## src/rtl/npc_lsu.sv

```systemverilog
// Load/store unit between the npc execute stage and a handshaked data-memory port.
// Latency: 3 cycles best case (1 for misaligned/illegal); one access in flight; mem_valid holds until mem_ready, resp_valid holds until resp_ready.
module npc_lsu #(
  parameter int XLEN    = 32,
  parameter int ADDR_W  = 32,
  parameter int TIMEOUT = 255
) (
  input  logic              clk,
  input  logic              rst,
  input  logic              req_valid,
  output logic              req_ready,
  input  logic              req_wen,
  input  logic [2:0]        req_funct3,
  input  logic [ADDR_W-1:0] req_addr,
  input  logic [XLEN-1:0]   req_wdata,
  output logic              resp_valid,
  input  logic              resp_ready,
  output logic [XLEN-1:0]   resp_rdata,
  output logic [1:0]        resp_err,
  output logic              mem_valid,
  input  logic              mem_ready,
  output logic [ADDR_W-1:0] mem_addr,
  output logic              mem_wen,
  output logic [XLEN-1:0]   mem_wdata,
  output logic [XLEN/8-1:0] mem_wmask,
  input  logic              mem_rvalid,
  input  logic [XLEN-1:0]   mem_rdata
);

  localparam int NB   = XLEN / 8;
  localparam int OFFW = $clog2(NB);
  localparam int CW   = $clog2(TIMEOUT + 2);

  typedef enum logic [1:0] {S_IDLE, S_REQ, S_WAIT, S_RESP} state_t;

  state_t            r_state, w_state_nxt;
  logic [2:0]        r_funct3;
  logic              r_wen;
  logic [OFFW-1:0]   r_off;
  logic [CW-1:0]     r_cnt;
  logic [XLEN-1:0]   r_resp_rdata;
  logic [1:0]        r_resp_err;
  logic [ADDR_W-1:0] r_mem_addr;
  logic [XLEN-1:0]   r_mem_wdata;
  logic [NB-1:0]     r_mem_wmask;
  logic              r_mem_wen;

  logic [OFFW-1:0]   w_req_off;
  logic [OFFW-1:0]   w_amask;
  logic [NB-1:0]     w_bmask;
  logic              w_legal;
  logic              w_mis;
  logic [CW-1:0]     w_cnt_nxt;
  logic              w_timeout;
  logic [XLEN-1:0]   w_shift;
  logic [XLEN-1:0]   w_lmask;
  logic              w_sbit;
  logic [XLEN-1:0]   w_load_data;

  assign w_req_off = req_addr[OFFW-1:0];

  always_comb begin
    w_legal = 1'b0;
    if (req_wen) begin
      case (req_funct3)
        3'b000, 3'b001, 3'b010: w_legal = 1'b1;
        3'b011:                 w_legal = (XLEN == 64);
        default:                w_legal = 1'b0;
      endcase
    end else begin
      case (req_funct3)
        3'b000, 3'b001, 3'b010, 3'b100, 3'b101: w_legal = 1'b1;
        3'b011, 3'b110:                         w_legal = (XLEN == 64);
        default:                                w_legal = 1'b0;
      endcase
    end
  end

  // w_amask: low offset bits that must be zero; w_bmask: size-wide byte enables
  always_comb begin
    w_amask = '0;
    w_bmask = '0;
    for (int i = 0; i < OFFW; i++) w_amask[i] = (i < int'(req_funct3[1:0]));
    for (int i = 0; i < NB; i++)   w_bmask[i] = (i < (1 << req_funct3[1:0]));
  end

  assign w_mis = |(w_req_off & w_amask);

  // Counter includes the current cycle, so exactly TIMEOUT cycles are spent in REQ+WAIT
  assign w_cnt_nxt = r_cnt + CW'(1);
  assign w_timeout = (w_cnt_nxt >= CW'(TIMEOUT));

  assign w_shift = mem_rdata >> {r_off, 3'b000};

  always_comb begin
    w_lmask = '1;
    w_sbit  = w_shift[XLEN-1];
    case (r_funct3[1:0])
      2'd0: begin w_lmask = XLEN'(8'hFF);         w_sbit = w_shift[7];  end
      2'd1: begin w_lmask = XLEN'(16'hFFFF);      w_sbit = w_shift[15]; end
      2'd2: begin w_lmask = XLEN'(32'hFFFF_FFFF); w_sbit = w_shift[31]; end
      default: ;
    endcase
    w_load_data = (w_shift & w_lmask) | ((!r_funct3[2] && w_sbit) ? ~w_lmask : '0);
  end

  always_comb begin
    w_state_nxt = r_state;
    case (r_state)
      S_IDLE: if (req_valid) w_state_nxt = (!w_legal || w_mis) ? S_RESP : S_REQ;
      S_REQ: begin
        if (mem_ready)      w_state_nxt = S_WAIT;
        else if (w_timeout) w_state_nxt = S_RESP;
      end
      S_WAIT: if (mem_rvalid || w_timeout) w_state_nxt = S_RESP;
      S_RESP: if (resp_ready) w_state_nxt = S_IDLE;
      default: w_state_nxt = S_IDLE;
    endcase
  end

  always_ff @(posedge clk or negedge rst) begin
    if (!rst) r_state <= S_IDLE;
    else      r_state <= w_state_nxt;
  end

  always_ff @(posedge clk or negedge rst) begin
    if (!rst) begin
      r_funct3     <= '0;
      r_wen        <= 1'b0;
      r_off        <= '0;
      r_cnt        <= '0;
      r_resp_rdata <= '0;
      r_resp_err   <= 2'b00;
      r_mem_addr   <= '0;
      r_mem_wdata  <= '0;
      r_mem_wmask  <= '0;
      r_mem_wen    <= 1'b0;
    end else begin
      case (r_state)
        S_IDLE: if (req_valid) begin
          r_funct3     <= req_funct3;
          r_wen        <= req_wen;
          r_off        <= w_req_off;
          r_cnt        <= '0;
          r_resp_rdata <= '0;
          r_resp_err   <= !w_legal ? 2'b11 : (w_mis ? 2'b01 : 2'b00);
          r_mem_addr   <= {req_addr[ADDR_W-1:OFFW], {OFFW{1'b0}}};
          r_mem_wen    <= req_wen;
          r_mem_wdata  <= req_wen ? (req_wdata << {w_req_off, 3'b000}) : '0;
          r_mem_wmask  <= req_wen ? (w_bmask << w_req_off) : '0;
        end
        S_REQ: begin
          r_cnt <= w_cnt_nxt;
          if (!mem_ready && w_timeout) r_resp_err <= 2'b10;
        end
        S_WAIT: begin
          r_cnt <= w_cnt_nxt;
          if (mem_rvalid)     r_resp_rdata <= r_wen ? '0 : w_load_data;
          else if (w_timeout) r_resp_err   <= 2'b10;
        end
        default: ;
      endcase
    end
  end

  assign req_ready  = (r_state == S_IDLE);
  assign mem_valid  = (r_state == S_REQ);
  assign resp_valid = (r_state == S_RESP);
  assign resp_rdata = r_resp_rdata;
  assign resp_err   = r_resp_err;
  assign mem_addr   = r_mem_addr;
  assign mem_wen    = r_mem_wen;
  assign mem_wdata  = r_mem_wdata;
  assign mem_wmask  = r_mem_wmask;

endmodule

```

## config.mk

```make
export PLATFORM = sky130hd
export DESIGN_NAME = npc_lsu
export DESIGN_NICKNAME = d
export VERILOG_FILES = /design/src/rtl/npc_lsu.sv
export SDC_FILE = /design/constraint.sdc
export NUM_CORES = 1
export LEC_CHECK = 0
export ABC_AREA = 0
export BUFFER_PORTS_ARGS = -buffer_cell sky130_fd_sc_hd__buf_2
export CAP_MARGIN = 0
export CORE_AREA = 2 2 123 125
export DETAILED_ROUTE_END_ITERATION = 10
export DIE_AREA = 0 0 125 127
export PLACE_DENSITY = 0.66
export SLEW_MARGIN = 20
export SYNTH_ARGS = -nofsm -noshare
export SYNTH_HDL_FRONTEND = slang
export SYNTH_SLANG_ARGS = --single-unit
```

## constraint.sdc

```tcl
create_clock -name clk -period 2.9 [get_ports clk]
set_input_delay 0.145 -clock clk [delete_from_list [all_inputs] [get_ports clk]]
set_output_delay 0.145 -clock clk [all_outputs]
set_load 0.01 [all_outputs]
```

==> flow_summary_export.csv <==
group,metric,value,unit
outcome,run_status,"finished, final reports clean",
final_layout,fin_cells,917,
synth,mappedNetlistArea,0.00570,mm2
timing,setup_viol,0,
place,placed_cells_incl_taps,848,
setup_path,worst-endpoint-required,3.24,ns
clock_network,ctsLongestPathBuffers,2,
min_path,min_path_type,"in -> reg",
clock_network,tritoncts,"yes",
die,die_w,125,um
timing,maxClockFrequency,441,MHz
place,post_dp_cell_area,0.00694,mm2
die,die_height,127,um
drt,drt-total-wl,16.7,mm
place,routabilityCongestion,0.886,
setup_path,cp_max_fo,9,
timing,finalSetupTns,0,ns
timing,worst_slew_margin_rel,33.3,%
drt,drt_first_iter_violations,346,
synth,netlist_instances,475,
die,rows,44,
drt,number_of_drc_violations_after_detailed_routing,0,
final_layout,drive_above_1_share,43.9,%
clock_network,clock_latency,0.41,ns
die,fp.dieArea,0.0159,mm2
timing,drv_slew,0,
final_layout,layout.nets,833,
place,hpwl,11.9,mm
global_routing,gr-total-overflow,0,
drt,drtPass1Iterations,7,
global_routing,grt_start_max_net_pins,53,
timing,final.min_clock_period,2.27,ns
die,floorplan.initialDensity,39.5,%
setup_path,critPathCaptureType,"flip-flop",
timing,hold_violations_final,0,
pwr,powerDensity,1040,mW/mm2
synth,yosys_warnings,0,
synth,top_reg_cell_synth,"sky130_fd_sc_hd__dfrtp_1",
drt,drt-wirelength-per-cell,18.2,um
final_layout,n_antenna_cell,0,
final_layout,areaGrowthSynthToFinish,38.9,%
clock_network,numCtsBuffers,17,
final_layout,layout_commonest_cell,"sky130_fd_sc_hd__buf_2",
global_routing,grtUsageTotal,21.1,%
final_layout,layout.filler_cells,1240,
final_layout,finish.instance_area,0.00792,mm2
synth,synth_sequential_area_ratio,51.3,%
clock_network,clkTransAtPathRegs,0.05,ns
setup_path,worst-endpoint-arrival,2.61,ns
global_routing,first_global_vias,5068,
drt,via_per_inst,5.41,
final_layout,final_cell_mix,"208 x sky130_fd_sc_hd__buf_2, 117 x sky130_fd_sc_hd__dfrtp_1, 47 x sky130_fd_sc_hd__o21ai_0, 43 x sky130_fd_sc_hd__mux2_2, 38 x sky130_fd_sc_hd__dlygate4sd3_1",
timing,tightestPinTransition,0.993,ns
clock_network,cts.sinks,117,
pwr,post-layout-total-power,0.00825,W
pwr,ir_drop,458,uV
clock_network,postCtsResizedCells,0,
synth,post_synthesis_register_bit_count,117,
setup_path,path_class,"reg -> reg",
setup_path,setup.worst_path.start_class,"flip-flop",
die,num_io_pins,212,
flow_run,max-cap-violations,0,
clock_network,cts-root-buf,"sky130_fd_sc_hd__clkbuf_16",
global_routing,grt_pass1_wl,26.7,mm
clock_network,cts_htree_levels,4,
timing,layout_worst_path_cycle_share,78.2,%
synth,synth_async_reset_ratio,100,%
synth,synth.distinct_cells,48,
drt,postRouteAntennaNets,0,
pwr,leakagePower,3.98,nW
drt,via_count,4959,
place,io_buf_count,209,
synth,avgSynthCellArea,12.0,um2
timing,grt_setup_unrepaired,"no",
die,core,0.0144,mm2
synth,synth_enable_flop_cells,0,
global_routing,number_of_antenna_violations_at_the_first_check_in_global_routing,0,
timing,finalClockSkew,0.0100,ns
==> flip-flops by register name (all words and copies together) (netlist names) <==
register	cells
mem_wmask	4
r_off	2
r_funct3	3
resp_rdata	32
mem_wen	1
mem_addr	30
r_state	2
mem_wdata	32
resp_err	2
r_cnt	9
==> report_power, final <==
| group | internal (W) | leakage [nW] | total [W] | switching [W] |
|---|---|---|---|---|
| combinational | 0.00157 | 2.17 | 0.00335 | 0.00177 |
| sequential | 0.00232 | 1.51 | 0.00277 | 0.000450 |
| clock | 0.00141 | 0.296 | 0.00213 | 0.000721 |
==> layout make-up <==
type / instances / area, um2 / share of cell area, %
clock inverters: 9 / 126 / 1.60
multi-input cells: 320 / 2600 / 32.8
clock buffers: 22 / 474 / 5.99
inverters: 6 / 22.5 / 0.284
flip-flops and latches: 117 / 2930 / 37.0
repair buffers: 259 / 1540 / 19.5
well taps: 184 / 230 / 2.91
==> cell usage after synthesis (3+ instances only) <==
master | instances | share of area (%)
sky130_fd_sc_hd__buf_4 | 3 | 0.39
sky130_fd_sc_hd__and3_1 | 3 | 0.33
sky130_fd_sc_hd__mux4_2 | 8 | 3.2
sky130_fd_sc_hd__clkbuf_1 | 18 | 1.2
sky130_fd_sc_hd__a22o_1 | 32 | 4.9
sky130_fd_sc_hd__ha_1 | 6 | 1.3
sky130_fd_sc_hd__buf_2 | 9 | 0.79
sky130_fd_sc_hd__mux2_1 | 3 | 0.59
sky130_fd_sc_hd__o21ai_0 | 47 | 4.1
sky130_fd_sc_hd__nand3_1 | 8 | 0.70
sky130_fd_sc_hd__nor2b_1 | 3 | 0.33
sky130_fd_sc_hd__inv_1 | 6 | 0.39
sky130_fd_sc_hd__mux2_2 | 43 | 8.5
sky130_fd_sc_hd__nand4_1 | 3 | 0.33
sky130_fd_sc_hd__nor3_1 | 5 | 0.44
sky130_fd_sc_hd__nand2_1 | 32 | 2.1
sky130_fd_sc_hd__a21oi_1 | 12 | 1.1
sky130_fd_sc_hd__dfrtp_1 | 117 | 51
sky130_fd_sc_hd__o221ai_1 | 7 | 1.1
sky130_fd_sc_hd__a221o_2 | 11 | 2.2
sky130_fd_sc_hd__a22oi_1 | 8 | 1.1
sky130_fd_sc_hd__nand2b_1 | 9 | 0.99
sky130_fd_sc_hd__mux2i_1 | 37 | 6.5
sky130_fd_sc_hd__a221o_1 | 6 | 1.1
sky130_fd_sc_hd__nor2_1 | 13 | 0.86
==> critical path: stages, from the launching register on <==
cell                      delay (ns)
sky130_fd_sc_hd__dfrtp_1        0.42
sky130_fd_sc_hd__inv_1          0.09
sky130_fd_sc_hd__ha_1           0.24
sky130_fd_sc_hd__nor2b_4        0.16
sky130_fd_sc_hd__or3_4          0.41
sky130_fd_sc_hd__nor3b_2        0.19
sky130_fd_sc_hd__buf_4          0.18
sky130_fd_sc_hd__and2b_1        0.30
sky130_fd_sc_hd__a221o_2        0.21
==> final timing paths <==
check | depth (start not counted) | slack (ns) | endpoint | start
max reg2reg | 8 | 0.63 | resp_rdata[24] | r_state[0]
min in group asynchronous | 2 | 0.28 | mem_addr[15] | rst
min reg2reg | 1 | 0.47 | mem_wmask[0] | mem_wmask[0]
max | 8 | 0.63 | resp_rdata[24] | r_state[0]
min | 2 | 0.02 | mem_wdata[5] | req_wdata[5]
max in group asynchronous | 3 | 1.86 | mem_wmask[3] | rst
==> metrics by stage <==
stage / worst slack (ns) / utilization, % / hold slack (ns)
final: 0.633 / 54.9 / 0.0174
after global routing: 0.518 / 54.9 / 0.00588
after CTS: 0.641 / 54.9 / 0.000301
after detailed placement: 0.662 / 48.1 / 0.178
after global placement: 0.765 / 48.1 / 0.179
after floorplan: 0.706 / - / -0.151
==> routing by layer <==
layer / vias up / GRT usage (%) / part of all wire [%]
li1: 2283 / - / -
met4: 0 / 7.25 / 1.3
met3: 19 / 6.28 / 7.3
met5: - / 0 / 0
met2: 211 / 35.8 / 50
met1: 2446 / 25.7 / 41
==> cell families after synthesis <==
| family | synth area share [%] |
|---|---|
| AND/OR/NAND/NOR | 7.68 |
| buffers and inverters | 3.25 |
| flip-flops | 51.3 |
| multiplexers | 19.0 |
| other | 0.0657 |
| XOR/XNOR | 0.307 |
| AO/OA/AOI/OAI | 17.1 |
| adder cells (fa/ha/maj) | 1.32 |
==> timing repair <==
action / 4_1_cts / 5_1_grt
buffers inserted: 0 / 0
hold buffers: 38 / 0
endpoints found under the hold margin: 78 / 0
No activity file was read; power rests on OpenSTA's default activity.
